[src/rtl/seq_div8_core_pkg.sv]
// Shared definitions for the sequential divider: state encoding, the
// per-operation context record and the sign helper functions that are also
// used by the multiplier core.
package seq_div8_core_pkg;

  // Default operand width of the divider.
  localparam int unsigned DEF_WIDTH = 8;

  // Working width of the helper functions; callers extend into it and
  // truncate back to their own width, so the helpers serve any WIDTH <= 64.
  localparam int unsigned FW = 64;

  // Controller state encoding.
  localparam logic [1:0] S_IDLE = 2'd0;
  localparam logic [1:0] S_ITER = 2'd1;
  localparam logic [1:0] S_FIX  = 2'd2;

  // Sign/mode information captured at accept and needed at the fix-up step.
  typedef struct packed {
    logic sign_n;   // dividend was negative (and treated as signed)
    logic sign_d;   // divisor was negative (and treated as signed)
    logic dz;       // divisor was zero
    logic uns;      // both operands unsigned: result domain is unsigned
  } op_ctx_t;

  // Two's complement negation; the low bits of the result are the correct
  // negation at any narrower width.
  function automatic logic [FW-1:0] f_neg(input logic [FW-1:0] value);
    return ~value + 64'd1;
  endfunction

  // Magnitude of a value. The caller sign-extends its operand into FW bits,
  // so bit FW-1 carries the operand's sign bit.
  function automatic logic [FW-1:0] f_abs(input logic [FW-1:0] value,
                                          input logic            is_signed);
    logic [FW-1:0] result;
    if (is_signed && value[FW-1]) begin
      result = f_neg(value);
    end else begin
      result = value;
    end
    return result;
  endfunction

endpackage

[src/rtl/seq_div8_core_step.sv]
// One radix-2 restoring division step: shift the next dividend bit into the
// partial remainder and subtract the divisor magnitude if it fits.
module div_restore_step #(
  parameter int unsigned WIDTH = 8
) (
  input  logic [WIDTH:0]   p_i,      // current partial remainder
  input  logic             q_msb_i,  // next dividend bit (quotient register msb)
  input  logic [WIDTH-1:0] dvs_i,    // divisor magnitude
  output logic [WIDTH:0]   p_o,      // next partial remainder
  output logic             q_bit_o   // quotient bit produced by this step
);

  logic [WIDTH:0] shifted_s;
  logic           fits_s;

  // The full-width compare stands in for the sign of the trial subtraction.
  assign shifted_s = {p_i[WIDTH-1:0], q_msb_i};
  assign fits_s    = ({p_i, q_msb_i} >= {2'b00, dvs_i});

  // Keep the difference when the divisor fits, otherwise restore.
  always_comb begin
    p_o     = shifted_s;
    q_bit_o = 1'b0;
    if (fits_s) begin
      p_o     = shifted_s - {1'b0, dvs_i};
      q_bit_o = 1'b1;
    end else begin
      p_o     = shifted_s;
      q_bit_o = 1'b0;
    end
  end

endmodule

[src/rtl/seq_div8_core.sv]
// Sequential radix-2 restoring divider with independent operand signedness.
// Fixed latency of WIDTH+1 cycles from accept to the one-cycle done pulse.
module seq_div8_core
  import seq_div8_core_pkg::*;
#(
  parameter int unsigned WIDTH = DEF_WIDTH
) (
  input  logic             clk,
  input  logic             rst_n,
  input  logic             start,
  input  logic [WIDTH-1:0] dividend,
  input  logic [WIDTH-1:0] divisor,
  input  logic [1:0]       sign_mode,
  output logic [WIDTH-1:0] quotient,
  output logic [WIDTH-1:0] remainder,
  output logic             busy,
  output logic             done,
  output logic             div_by_zero,
  output logic             overflow
);

  localparam int unsigned      CNT_W    = $clog2(WIDTH + 1);
  localparam logic [CNT_W-1:0] CNT_LAST = CNT_W'(WIDTH - 1);
  localparam logic [CNT_W-1:0] CNT_ONE  = CNT_W'(1);
  // Magnitude of the most negative representable signed value.
  localparam logic [WIDTH-1:0] MIN_MAG  = {1'b1, {(WIDTH-1){1'b0}}};

  logic [1:0]       state_q, state_d;
  logic [CNT_W-1:0] cnt_q, cnt_d;
  logic [WIDTH:0]   part_q, part_d;
  logic [WIDTH-1:0] quo_q, quo_d;
  logic [WIDTH-1:0] dvs_q, dvs_d;
  logic [WIDTH-1:0] num_q, num_d;
  op_ctx_t          ctx_q, ctx_d;
  logic [WIDTH-1:0] quotient_q, quotient_d;
  logic [WIDTH-1:0] remainder_q, remainder_d;
  logic             busy_q, busy_d;
  logic             done_q, done_d;
  logic             dbz_q, dbz_d;
  logic             ovf_q, ovf_d;

  logic [WIDTH:0]   step_part_s;
  logic             step_bit_s;
  logic [WIDTH-1:0] num_abs_s;
  logic [WIDTH-1:0] dvs_abs_s;
  logic [WIDTH-1:0] quo_neg_s;
  logic [WIDTH-1:0] rem_neg_s;
  logic             q_negate_s;

  div_restore_step #(.WIDTH(WIDTH)) u_step (
    .p_i     (part_q),
    .q_msb_i (quo_q[WIDTH-1]),
    .dvs_i   (dvs_q),
    .p_o     (step_part_s),
    .q_bit_o (step_bit_s)
  );

  assign num_abs_s  = WIDTH'(f_abs({{(FW-WIDTH){dividend[WIDTH-1]}}, dividend}, sign_mode[1]));
  assign dvs_abs_s  = WIDTH'(f_abs({{(FW-WIDTH){divisor[WIDTH-1]}}, divisor}, sign_mode[0]));
  assign quo_neg_s  = WIDTH'(f_neg(FW'(quo_q)));
  assign rem_neg_s  = WIDTH'(f_neg(FW'(part_q[WIDTH-1:0])));
  assign q_negate_s = ctx_q.sign_n ^ ctx_q.sign_d;

  // Next-state logic: accept, iterate, then sign fix-up and result update.
  always_comb begin
    state_d     = state_q;
    cnt_d       = cnt_q;
    part_d      = part_q;
    quo_d       = quo_q;
    dvs_d       = dvs_q;
    num_d       = num_q;
    ctx_d       = ctx_q;
    quotient_d  = quotient_q;
    remainder_d = remainder_q;
    busy_d      = busy_q;
    done_d      = 1'b0;
    dbz_d       = dbz_q;
    ovf_d       = ovf_q;
    case (state_q)
      S_IDLE: begin
        if (start) begin
          state_d      = S_ITER;
          cnt_d        = '0;
          part_d       = '0;
          quo_d        = num_abs_s;
          dvs_d        = dvs_abs_s;
          num_d        = dividend;
          ctx_d.sign_n = sign_mode[1] & dividend[WIDTH-1];
          ctx_d.sign_d = sign_mode[0] & divisor[WIDTH-1];
          ctx_d.dz     = (divisor == '0);
          ctx_d.uns    = (sign_mode == 2'b00);
          busy_d       = 1'b1;
        end else begin
          state_d = S_IDLE;
        end
      end
      S_ITER: begin
        part_d = step_part_s;
        quo_d  = {quo_q[WIDTH-2:0], step_bit_s};
        cnt_d  = cnt_q + CNT_ONE;
        if (cnt_q == CNT_LAST) begin
          state_d = S_FIX;
        end else begin
          state_d = S_ITER;
        end
      end
      S_FIX: begin
        state_d = S_IDLE;
        busy_d  = 1'b0;
        done_d  = 1'b1;
        if (ctx_q.dz) begin
          quotient_d  = '1;
          remainder_d = num_q;
          dbz_d       = 1'b1;
          ovf_d       = 1'b0;
        end else begin
          quotient_d  = q_negate_s   ? quo_neg_s : quo_q;
          remainder_d = ctx_q.sign_n ? rem_neg_s : part_q[WIDTH-1:0];
          dbz_d       = 1'b0;
          if (ctx_q.uns) begin
            ovf_d = 1'b0;
          end else if (q_negate_s) begin
            ovf_d = (quo_q > MIN_MAG);
          end else begin
            ovf_d = quo_q[WIDTH-1];
          end
        end
      end
      default: begin
        state_d = S_IDLE;
        busy_d  = 1'b0;
      end
    endcase
  end

  // State and output registers; reset discards any operation in flight.
  always_ff @(posedge clk or negedge rst_n) begin
    if (!rst_n) begin
      state_q     <= S_IDLE;
      cnt_q       <= '0;
      part_q      <= '0;
      quo_q       <= '0;
      dvs_q       <= '0;
      num_q       <= '0;
      ctx_q       <= '0;
      quotient_q  <= '0;
      remainder_q <= '0;
      busy_q      <= 1'b0;
      done_q      <= 1'b0;
      dbz_q       <= 1'b0;
      ovf_q       <= 1'b0;
    end else begin
      state_q     <= state_d;
      cnt_q       <= cnt_d;
      part_q      <= part_d;
      quo_q       <= quo_d;
      dvs_q       <= dvs_d;
      num_q       <= num_d;
      ctx_q       <= ctx_d;
      quotient_q  <= quotient_d;
      remainder_q <= remainder_d;
      busy_q      <= busy_d;
      done_q      <= done_d;
      dbz_q       <= dbz_d;
      ovf_q       <= ovf_d;
    end
  end

  assign quotient    = quotient_q;
  assign remainder   = remainder_q;
  assign busy        = busy_q;
  assign done        = done_q;
  assign div_by_zero = dbz_q;
  assign overflow    = ovf_q;

endmodule

[config.mk]
export PLATFORM = sky130hd
export DESIGN_NAME = seq_div8_core
export DESIGN_NICKNAME = d
export VERILOG_FILES = /design/src/rtl/seq_div8_core_pkg.sv /design/src/rtl/seq_div8_core_step.sv /design/src/rtl/seq_div8_core.sv
export SDC_FILE = /design/constraint.sdc
export NUM_CORES = 1
export LEC_CHECK = 0
export ABC_CLOCK_PERIOD_IN_PS = 2200
export CORE_ASPECT_RATIO = 1.2
export CORE_MARGIN = 2
export CORE_UTILIZATION = 33
export CTS_CLUSTER_DIAMETER = 120
export DETAILED_ROUTE_END_ITERATION = 12
export HOLD_SLACK_MARGIN = 0.02
export PLACE_DENSITY = 0.56
export SKIP_LAST_GASP = 1
export SYNTH_ARGS = -nofsm -noshare
export SYNTH_HDL_FRONTEND = slang
export SYNTH_SLANG_ARGS = --single-unit
export TNS_END_PERCENT = 5
[constraint.sdc]
create_clock -name clk -period 2.2 [get_ports clk]
set_input_delay 0.44 -clock clk [delete_from_list [all_inputs] [get_ports clk]]
set_output_delay 0.44 -clock clk [all_outputs]
set_load 0.01 [all_outputs]
==> flow_summary.json <==
{
  "status": "finished clean",
  "first_iter_violations": 120,
  "grt_pass1_wl_mm": 14.3,
  "cts_buffers": 9,
  "cts-htree-levels": 3,
  "antenna_found_initial": 0,
  "crit_path_end_kind": "flip-flop",
  "synth_common_cells": "dfrtp_1 (63), nand2_1 (60), nor2_1 (40), o21ai_0 (38), a21oi_1 (27)",
  "start_util_pct": 34.0,
  "fin_cells": 595,
  "numPortBuffers": 40,
  "io_pins": 41,
  "drc": 0,
  "fillers": 1043,
  "finish.utilization_pct": 43.8,
  "ir_drop_mv": 0.663,
  "p_per_area_nw_per_um2": 1620,
  "gp_congestion": 0.902,
  "grt_overflow": 0,
  "clock_skew_ns": 0.00491,
  "setup_viol": 0,
  "min_period_over_period_pct": 96.1,
  "grt_use_met3_pct": 2.67,
  "rows": 41,
  "globalRouteMet1Util_pct": 19.5,
  "synth_area_um2": 3570,
  "syn_area_per_cell_um2": 8.77,
  "hold_violations": 0,
  "cts_tree": "done",
  "final_nets": 497,
  "ys_warn_count": 0,
  "clk_pin_slew_ns": 0.05,
  "async_flop_share_pct": 100,
  "vias": 3073,
  "rsz0062_at_grt": "yes",
  "clk_latency_ns": 0.33,
  "drtPass1Iterations": 4,
  "synth_area_leaders": "dfrtp_1 (44%), nand2_1 (6.3%), o21ai_0 (5.3%), xnor2_1 (5.2%), ha_1 (4.6%)",
  "grt_max_degree": 64,
  "drv_cap": 0,
  "synthToLayoutAreaGrowth_pct": 29.1,
  "postCtsHoldBufs": 0,
  "critPathRequiredTime_ns": 2.41,
  "cellLeakagePower_nw": 2.00,
  "startpoint_type": "flip-flop",
  "grt_usage_pct": 15.3,
  "grt_pass1_vias": 2890,
  "synth_nets": 442,
  "hold_path.class": "in -> async",
  "viasPerCell": 5.16,
  "fp.dieArea_um2": 11700,
  "cts_root_buf": "clkbuf_16",
  "hpwl_mm": 6.39,
  "layout-drive-gt1-share_pct": 10.7,
  "synth_most_common_cell": "dfrtp_1",
  "dp_cells": 576,
  "clockBufferDepth": 2,
  "yosys.area.top_type": "dfrtp_1",
  "clkSinkCount": 63,
  "worst_pin_slew_ns": 0.672,
  "die_height_um": 118,
  "regArea_um2": 1580,
  "syn_inst": 407,
  "die_w_um": 99.0,
  "antenna_cells": 0,
  "wl_mm": 8.69,
  "synth_top_flop_cell": "dfrtp_1",
  "synth_edf_count": 0,
  "top_usage_layer": "met2",
  "synth_top_area_share_pct": 44.1,
  "met2_usage_pct": 24.5,
  "crit_arrival_ns": 2.33,
  "max_freq_mhz": 473,
  "cp_max_fo": 7,
  "synth_cell_types": 49,
  "multi_input_area_um2": 1840,
  "ys_ff_latch": 63,
  "post_drt_wl_per_cell_um": 14.6,
  "yosysSeqAreaShare_pct": 44.1,
  "drv_slew": 0,
  "slew_headroom_pct": 55.2,
  "postRouteAntennaNets": 0,
  "coreArea_um2": 10500,
  "min_period_ns": 2.11,
  "worst-setup-path-type": "reg -> reg"
}
layer usage:
| metal | vias up | wire [um] |
|---|---|---|
| li1 | 1528 | - |
| met1 | 1459 | 3880 |
| met2 | 70 | 4260 |
| met3 | 16 | 342 |
| met4 | 0 | 197 |
| met5 | - | 0 |
area by class of cell:
class | instances | share of cell area (%)
Clock buffer | 11 | 5.27
Clock inverter | 4 | 1.52
Inverter | 25 | 2.04
Multi-Input combinational cell | 300 | 40.0
Sequential cell | 63 | 34.2
Tap cell | 129 | 3.50
Timing Repair Buffer | 63 | 13.5
worst max-delay path, cell delays in order, from the launching register on:
cell and delay (ns):
dfrtp_1 0.41, inv_2 0.09, ha_1 0.15, inv_1 0.05, fa_2 0.35, nand3_2 0.12
a31oi_2 0.12, nor3_4 0.26, buf_4 0.16, clkbuf_16 0.13, nand3_1 0.07, o311ai_0 0.09
sequential cells by signal, summed over array words and instances (netlist names):
register / flops
ctx_q: 4
overflow: 1
num_q: 8
cnt_q: 4
state_q: 2
quotient: 8
div_by_zero: 1
dvs_q: 8
busy: 1
remainder: 8
quo_q: 8
done: 1
part_q: 9
report_power, final:
part / internal, W / switching [W]
Combinational: 0.00189 / 0.00193
Sequential: 0.00168 / 0.000447
Clock: 0.00101 / 0.000500
Total: 0.00458 / 0.00288
worst paths after layout:
kind / startpoint / slack (ns) / to / depth (start not counted)
max: quo_q[7] / 0.09 / part_q[3] / 11
min: rst_n / 0.11 / cnt_q[0] / 2
max reg2reg: quo_q[7] / 0.09 / part_q[3] / 11
min reg2reg: quotient[7] / 0.47 / quotient[7] / 2
max in group asynchronous: rst_n / 1.80 / num_q[6] / 2
min in group clk: quotient[7] / 0.47 / quotient[7] / 2
kinds of logic (layout without fill, tap and decap cells):
group           count (synthesis)  after routing  share of synthesized area (%)
buf+inv                        44            103                           5.05
compound gates                104            104                           17.8
xor+xnor                       26             26                           6.38
simple gates                  145            145                           18.5
fa+ha+maj                      14             14                           5.12
flops                          63             63                           44.1
mux                            11             11                           3.08
cells in the final DEF (no fill, tap or decap), types with 8 or more instances in the layout:
cell and instances:
o21ai_0 37, nand3_1 8, clkdlybuf4s50_1 39, buf_4 19
dfrtp_1 63, inv_1 23, ha_1 11, mux2i_1 11
clkbuf_16 10, nand2_1 60, nor3_1 12, xnor2_1 21
nor2_1 40, a21oi_1 27
repair_timing:
item / CTS / global route
resized for setup: 0 / 7
endpoints found under the setup margin: 0 / 4
setup buffers: 0 / 3
metrics by stage:
step	setup WS (ns)	TNS (ns)	area [um2]	hold WS [ns]	power, W
2_1_floorplan	0.224	0	3570	0.144	0.00457
3_3_place_gp	0.154	0	4230	0.462	0.00570
3_5_place_dp	0.0705	0	4230	0.465	0.00578
4_1_cts	0.0340	0	4540	0.131	0.00733
5_1_grt	-0.0139	-0.0396	4610	0.156	0.00810
6_report	0.0862	0	4610	0.107	0.00746
Power figures use the tool's default switching activity.
